<file path="config.mk">
export PLATFORM = sky130hd
export DESIGN_NAME = serial_link_vc_scheduler_flat
export DESIGN_NICKNAME = d
export VERILOG_FILES = /design/src/rtl/serial_link_vc_scheduler_pkg.sv /design/src/rtl/serial_link_vc_scheduler_if.sv /design/src/rtl/serial_link_vc_scheduler_arb.sv /design/src/rtl/serial_link_vc_scheduler.sv /design/src/flat_wrapper.sv
export SDC_FILE = /design/constraint.sdc
export NUM_CORES = 1
export LEC_CHECK = 0
export CAP_MARGIN = 0
export CELL_PAD_IN_SITES_DETAIL_PLACEMENT = 1
export CELL_PAD_IN_SITES_GLOBAL_PLACEMENT = 1
export CORE_MARGIN = 10
export CORE_UTILIZATION = 27
export DETAILED_ROUTE_END_ITERATION = 6
export PLACE_DENSITY_LB_ADDON = 0.1
export SLEW_MARGIN = 20
export SYNTH_ARGS = -nofsm -noshare
export SYNTH_HDL_FRONTEND = slang
export SYNTH_HIERARCHICAL = 1
export SYNTH_SLANG_ARGS = --single-unit
</file>
<file path="constraint.sdc">
create_clock -name clk -period 3.7 [get_ports clk]
set_input_delay 0.37 -clock clk [delete_from_list [all_inputs] [get_ports clk]]
set_output_delay 0.37 -clock clk [all_outputs]
set_load 0.01 [all_outputs]
</file>
<file path="src/rtl/serial_link_vc_scheduler_pkg.sv">
// Shared constants, state encoding and helpers for the serial link VC scheduler.
// Ports: none (package only).
package noc_link_pkg;

  localparam int FLIT_W         = 64;
  localparam int PHIT_W         = 4;
  localparam int PHITS_PER_FLIT = 16;
  localparam int NUM_VC         = 4;
  localparam int VC_W           = 2;
  localparam int IDX_W          = 4;
  localparam int CREDIT_INIT    = 4;
  localparam int CREDIT_W       = 3;

  typedef enum logic {
    IDLE = 1'b0,
    SEND = 1'b1
  } state_t;

  // Converts a one-hot VC grant into its VC number (zero when no bit is set).
  function automatic logic [VC_W-1:0] onehot_to_vc(input logic [NUM_VC-1:0] oh);
    logic [VC_W-1:0] v;
    v = '0;
    for (int i = 0; i < NUM_VC; i++) begin
      if (oh[i]) v = VC_W'(i);
    end
    return v;
  endfunction

endpackage

</file>
<file path="src/rtl/serial_link_vc_scheduler_if.sv">
// Bundles the flit-side handshake, credit-return and serial phit signals of the scheduler.
// master: the sources / credit returner / link observer; slave: the scheduler itself.
interface serial_link_vc_scheduler_if;
  import noc_link_pkg::*;

  logic [NUM_VC*FLIT_W-1:0]   flit_in;
  logic [NUM_VC-1:0]          flit_valid;
  logic [NUM_VC-1:0]          flit_ready;
  logic                       credit_return;
  logic [VC_W-1:0]            credit_vc;
  logic [PHIT_W-1:0]          phit_out;
  logic                       phit_valid;
  logic [VC_W-1:0]            phit_vc;
  logic                       busy;
  logic [NUM_VC*CREDIT_W-1:0] credit_count;
  logic                       credit_err;

  modport master (
    output flit_in, flit_valid, credit_return, credit_vc,
    input  flit_ready, phit_out, phit_valid, phit_vc, busy, credit_count, credit_err
  );

  modport slave (
    input  flit_in, flit_valid, credit_return, credit_vc,
    output flit_ready, phit_out, phit_valid, phit_vc, busy, credit_count, credit_err
  );

endinterface

</file>
<file path="src/rtl/serial_link_vc_scheduler_arb.sv">
// Combinational four-way round-robin arbiter.
// Ports: req (4 requests), ptr (last winner), grant (one-hot or zero).
module rr_arbiter_4
  import noc_link_pkg::*;
(
  input  logic [NUM_VC-1:0] req,
  input  logic [VC_W-1:0]   ptr,
  output logic [NUM_VC-1:0] grant
);

  // Search ptr+1, ptr+2, ptr+3, ptr in that order; the 2-bit add wraps modulo 4,
  // so the most recent winner has the lowest priority.
  always_comb begin
    logic [VC_W-1:0] cand;
    logic            found;
    grant = '0;
    cand  = '0;
    found = 1'b0;
    for (int i = 1; i <= NUM_VC; i++) begin
      cand = ptr + VC_W'(i);
      if (!found && req[cand]) begin
        grant[cand] = 1'b1;
        found       = 1'b1;
      end
    end
  end

endmodule

</file>
<file path="src/rtl/serial_link_vc_scheduler.sv">
// Transmit-side scheduler: round-robin, credit-gated selection of 64-bit flits from
// four VCs, serialized into 16 gap-free 4-bit phits (LSB nibble first).
// Ports: clk, rst (async active-high), link (slave side of serial_link_vc_scheduler_if).
module serial_link_vc_scheduler
  import noc_link_pkg::*;
(
  input  logic                        clk,
  input  logic                        rst,
  serial_link_vc_scheduler_if.slave   link
);

  state_t              state;
  state_t              state_next;
  logic [FLIT_W-1:0]   flit_reg;
  logic [VC_W-1:0]     vc_reg;
  logic [VC_W-1:0]     ptr;
  logic [IDX_W-1:0]    idx;
  logic [CREDIT_W-1:0] credit      [NUM_VC];
  logic [CREDIT_W-1:0] credit_next [NUM_VC];
  logic [NUM_VC-1:0]   overflow;
  logic                credit_err_reg;

  logic                accept_window;
  logic [NUM_VC-1:0]   eligible;
  logic [NUM_VC-1:0]   grant;
  logic                granted;
  logic [VC_W-1:0]     winner;
  logic [FLIT_W-1:0]   flit_sel;

  // A new flit may be taken while idle or during the last phit, which is what
  // makes back-to-back flits bubble-free.
  assign accept_window = (state == IDLE) || (idx == IDX_W'(PHITS_PER_FLIT - 1));

  always_comb begin
    eligible = '0;
    for (int v = 0; v < NUM_VC; v++) begin
      eligible[v] = link.flit_valid[v] && (credit[v] != '0) && accept_window;
    end
  end

  rr_arbiter_4 u_arb (
    .req   (eligible),
    .ptr   (ptr),
    .grant (grant)
  );

  assign granted = |grant;
  assign winner  = onehot_to_vc(grant);

  // Pick the granted VC's flit out of the wide input bus.
  always_comb begin
    flit_sel = '0;
    for (int v = 0; v < NUM_VC; v++) begin
      if (grant[v]) flit_sel = link.flit_in[v*FLIT_W +: FLIT_W];
    end
  end

  // State register.
  always_ff @(posedge clk or posedge rst) begin
    if (rst) state <= IDLE;
    else     state <= state_next;
  end

  // Next-state logic: leave SEND only when the last phit goes out with no new grant.
  always_comb begin
    state_next = state;
    case (state)
      IDLE:    if (granted) state_next = SEND;
      SEND:    if (idx == IDX_W'(PHITS_PER_FLIT - 1) && !granted) state_next = IDLE;
      default: state_next = IDLE;
    endcase
  end

  // Flit holding register, phit index and round-robin pointer. The pointer starts
  // at 3 so VC0 is searched first after reset.
  always_ff @(posedge clk or posedge rst) begin
    if (rst) begin
      flit_reg <= '0;
      vc_reg   <= '0;
      ptr      <= VC_W'(NUM_VC - 1);
      idx      <= '0;
    end else begin
      if (granted) begin
        flit_reg <= flit_sel;
        vc_reg   <= winner;
        ptr      <= winner;
        idx      <= '0;
      end else if (state == SEND) begin
        idx <= idx + 1'b1;
      end
    end
  end

  // Credit update: a consume and a return on the same VC cancel out; a lone return
  // to a full counter saturates and flags an overflow.
  always_comb begin
    logic ret;
    ret      = 1'b0;
    overflow = '0;
    for (int v = 0; v < NUM_VC; v++) begin
      ret            = link.credit_return && (link.credit_vc == VC_W'(v));
      credit_next[v] = credit[v];
      if (grant[v] && !ret) begin
        credit_next[v] = credit[v] - 1'b1;
      end else if (ret && !grant[v]) begin
        if (credit[v] == CREDIT_W'(CREDIT_INIT)) overflow[v] = 1'b1;
        else                                     credit_next[v] = credit[v] + 1'b1;
      end
    end
  end

  // Credit counters and the registered overflow pulse.
  always_ff @(posedge clk or posedge rst) begin
    if (rst) begin
      for (int v = 0; v < NUM_VC; v++) credit[v] <= CREDIT_W'(CREDIT_INIT);
      credit_err_reg <= 1'b0;
    end else begin
      for (int v = 0; v < NUM_VC; v++) credit[v] <= credit_next[v];
      credit_err_reg <= |overflow;
    end
  end

  // Outputs are decoded from registers only, so an asynchronous reset clears
  // phit_valid immediately.
  always_comb begin
    link.credit_count = '0;
    for (int v = 0; v < NUM_VC; v++) begin
      link.credit_count[v*CREDIT_W +: CREDIT_W] = credit[v];
    end
  end

  assign link.flit_ready = grant;
  assign link.phit_valid = (state == SEND);
  assign link.phit_out   = (state == SEND) ? flit_reg[idx*PHIT_W +: PHIT_W] : '0;
  assign link.phit_vc    = vc_reg;
  assign link.busy       = (state == SEND);
  assign link.credit_err = credit_err_reg;

endmodule

</file>
<file path="src/flat_wrapper.sv">
// flat-port wrapper written by rule: the top's interface ports become plain ports
module serial_link_vc_scheduler_flat import noc_link_pkg::*;
  (clk, rst, link_flit_in, link_flit_valid, link_credit_return, link_credit_vc, link_flit_ready, link_phit_out, link_phit_valid, link_phit_vc, link_busy, link_credit_count, link_credit_err);
  serial_link_vc_scheduler_if link_i ();
  input  logic clk;
  input  logic rst;
  input wire logic [$bits(link_i.flit_in)-1:0] link_flit_in;
  input wire logic [$bits(link_i.flit_valid)-1:0] link_flit_valid;
  input wire logic [$bits(link_i.credit_return)-1:0] link_credit_return;
  input wire logic [$bits(link_i.credit_vc)-1:0] link_credit_vc;
  output wire logic [$bits(link_i.flit_ready)-1:0] link_flit_ready;
  output wire logic [$bits(link_i.phit_out)-1:0] link_phit_out;
  output wire logic [$bits(link_i.phit_valid)-1:0] link_phit_valid;
  output wire logic [$bits(link_i.phit_vc)-1:0] link_phit_vc;
  output wire logic [$bits(link_i.busy)-1:0] link_busy;
  output wire logic [$bits(link_i.credit_count)-1:0] link_credit_count;
  output wire logic [$bits(link_i.credit_err)-1:0] link_credit_err;
  assign link_i.flit_in = link_flit_in;
  assign link_i.flit_valid = link_flit_valid;
  assign link_i.credit_return = link_credit_return;
  assign link_i.credit_vc = link_credit_vc;
  assign link_flit_ready = link_i.flit_ready;
  assign link_phit_out = link_i.phit_out;
  assign link_phit_valid = link_i.phit_valid;
  assign link_phit_vc = link_i.phit_vc;
  assign link_busy = link_i.busy;
  assign link_credit_count = link_i.credit_count;
  assign link_credit_err = link_i.credit_err;
  serial_link_vc_scheduler u_core (.clk(clk), .rst(rst), .link(link_i));
endmodule
</file>
==> results.ini <==
[run_status]
status = completed

[synthesis]
synth_fp_nets = 882
syn_area_per_cell_um2 = 9.87
synth.cell_area_um2 = 5840
ys_ff_latch = 86
synth_warnings = 6
async_flop_share_pct = 100
synth_edf_count = 0
synth_cells = 592
synth_cell_type_count = 41
synth_flop_cell = dfrtp_1
ys_seq_area_share_pct = 37.0

[cts]
clk_latency_ps = 340
cts.sinks = 86
cts_tree = done
cts-root-buf = clkbuf_16
max-clock-path-buffers = 2
cts_made_buffers = 9
htree_num_levels = 3
clk_pin_slew_ps = 60

[critical_path]
critPathKind = flip-flop to flip-flop
crit_path_end_kind = flip-flop
required_ps = 3970
start_kind = flip-flop
cp.arrival_ps = 3910
crit_fanout = 5

[cells_and_area]
area_growth_pct = 64.3
fin_util_pct = 45.4
drive_gt1_share_pct = 12.5
antenna_cells = 0
largest_reg_flops = 64
final_nets = 1168

[floorplanning]
initial_utilization_pct = 27.6
num_rows = 53
dieArea_um2 = 27900
core-area_um2 = 21200
die_w_um = 167
die_h_um = 167
ios = 290

[timing]
drv_slew = 0
timing.fmax_mhz = 275
max-slew-margin-rel_pct = 49.3
setup-violations-final = 0
holdWs_ps = 513
period_share_pct = 98.2
rsz0062_at_grt = yes
tightest_slew_ps = 761
finClkSkew_ps = 6.02
period_needed_ps = 3630
hold_viol_final = 0

[grt]
grt_max_degree = 83
antenna_found_initial = 1
track_usage_pct = 18.0
first_global_vias = 6880
overflow = 0
grt_pass1_wl_mm = 40.2

[hold_path]
hold_path.class = flip-flop to flip-flop

[placement]
routabilityCongestion = 0.876
io_buffer_count = 289
dp_hpwl_mm = 20.9

[routing]
wl_per_cell_um = 23.1
routed_via_density = 5.25
vias = 6085
dr.pass1.iters = 4
drtIter0Drc = 352
wirelength_mm = 26.8
route.detailed.drc = 0
antenna_left = 0

[power]
leakagePower_nw = 3.70
ir_worst_vdd_mv = 0.398
p_per_area_nw_per_um2 = 788

[flow_run]
maxCapViolations = 0

## placed cells by master, fill, tap and decap left out, drive strengths merged, types with 6 or more instances in the layout
cell and instances:
a21oi 12, a221o 64, a22oi 69, buf 38
clkbuf 11, clkdlybuf4s50 289, dfrtp 80, dfstp 6
ha 25, inv 18, mux2i 7, mux4 20
nand2 88, nand3 6, nor2 17, nor3b 6
o211ai 6, o21ai 75, xor2 10
## repair_timing
item | CTS | global route
setup buffers | 8 | 7
resized for setup | 3 | 26
pin swaps | 2 | 8
gates cloned | 1 | 1
endpoints found under the setup margin | 7 | 73
hold buffers | 0 | 0
## layout make-up
cell class                      instances  area (um2)
Clock buffer                           10         239
Clock inverter                          6        68.8
Fill cell                            2339       11600
Inverter                               17        66.3
Multi-Input combinational cell        436        3450
Sequential cell                        86        2160
Tap cell                              275         344
Timing Repair Buffer                  328        3270
## where the power goes
group	internal (W)	switching, W
clock network	0.000545	0.000390
logic	0.00239	0.00235
registers	0.00147	0.000415
## worst max-delay path: stages, from the launching register on
cell and delay [ps]:
dfrtp_1 390, ha_2 200, nand3_2 90, nand2_4 90, o311a_4 140, mux4_2 530
nor4b_4 380, nand2_1 120, o211ai_1 240, ha_2 300, xor2_1 180, ha_2 210
a21oi_2 40, or3_1 330, a21oi_2 170, xor2_1 150
## cell families after synthesis
kind of cell	count (synthesis)	share of synthesized area (%)
adders and majority gates	25	5.35
AOI/OAI and AO/OA	238	29.9
xor gates and xnor gates	11	1.65
and+or+nand+nor	135	10.6
DFF	86	37.0
muxes	27	9.03
buffers and inverters	70	6.44
## per-layer routing
layer,vias up,GRT usage [%],wire [um]
met3,30,6.48,2230
li1,2868,-,-
met2,237,30.4,13200
met4,2,5.73,484
met5,-,0,13
met1,2948,20.7,10900
## cells in the mapped netlist, types with 3 or more instances
cell       n  area, um2
nand2_1   88        330
dfrtp_1   80       2000
o21ai_0   74        370
a22oi_1   69        518
a221o_1   64        641
ha_1      25        313
buf_2     22        110
mux4_2    18        405
clkbuf_1  17       63.8
inv_1     17       63.8
nor2_1    17       63.8
a21oi_1   12       60.1
buf_6     11        124
xor2_1    10       87.6
mux2i_1    7       70.1
dfstp_2    6        158
nand3_1    6       30.0
nor3b_1    6       45.0
o211ai_1   6       45.0
o311a_1    4       40.0
nand2b_1   3       18.8
nand3b_1   3       22.5
nor4_1     3       18.8
o22a_1     3       26.3
## path summary, 6_finish.rpt
path                                      from                           to  slack [ps]  cells past startpoint
max reg2reg                      u_core/idx[0]  u_core/link.credit_count[8]          70                     15
max in group asynchronous                  rst          u_core/flit_reg[35]        2420                      3
min                        u_core/flit_reg[20]          u_core/flit_reg[20]         510                      1
min in group asynchronous                  rst  u_core/link.credit_count[1]         520                      2
max                              u_core/idx[0]  u_core/link.credit_count[8]          70                     15
min reg2reg                u_core/flit_reg[20]          u_core/flit_reg[20]         510                      1
## metrics by stage
stage	instance area [um2]	TNS, ps	power (W)	std cells	worst slack, ps
after floorplan	5860	-4.19	0.00472	592	-4.19
after global placement	9020	0	0.00614	1125	229
after detailed placement	9020	-10.3	0.00635	1125	-5.29
after CTS	9410	0	0.00741	1150	10.3
after global routing	9600	-540	0.00816	1158	-89.4
final	9600	0	0.00757	1158	65.5
(Power assumes the default switching activity.)
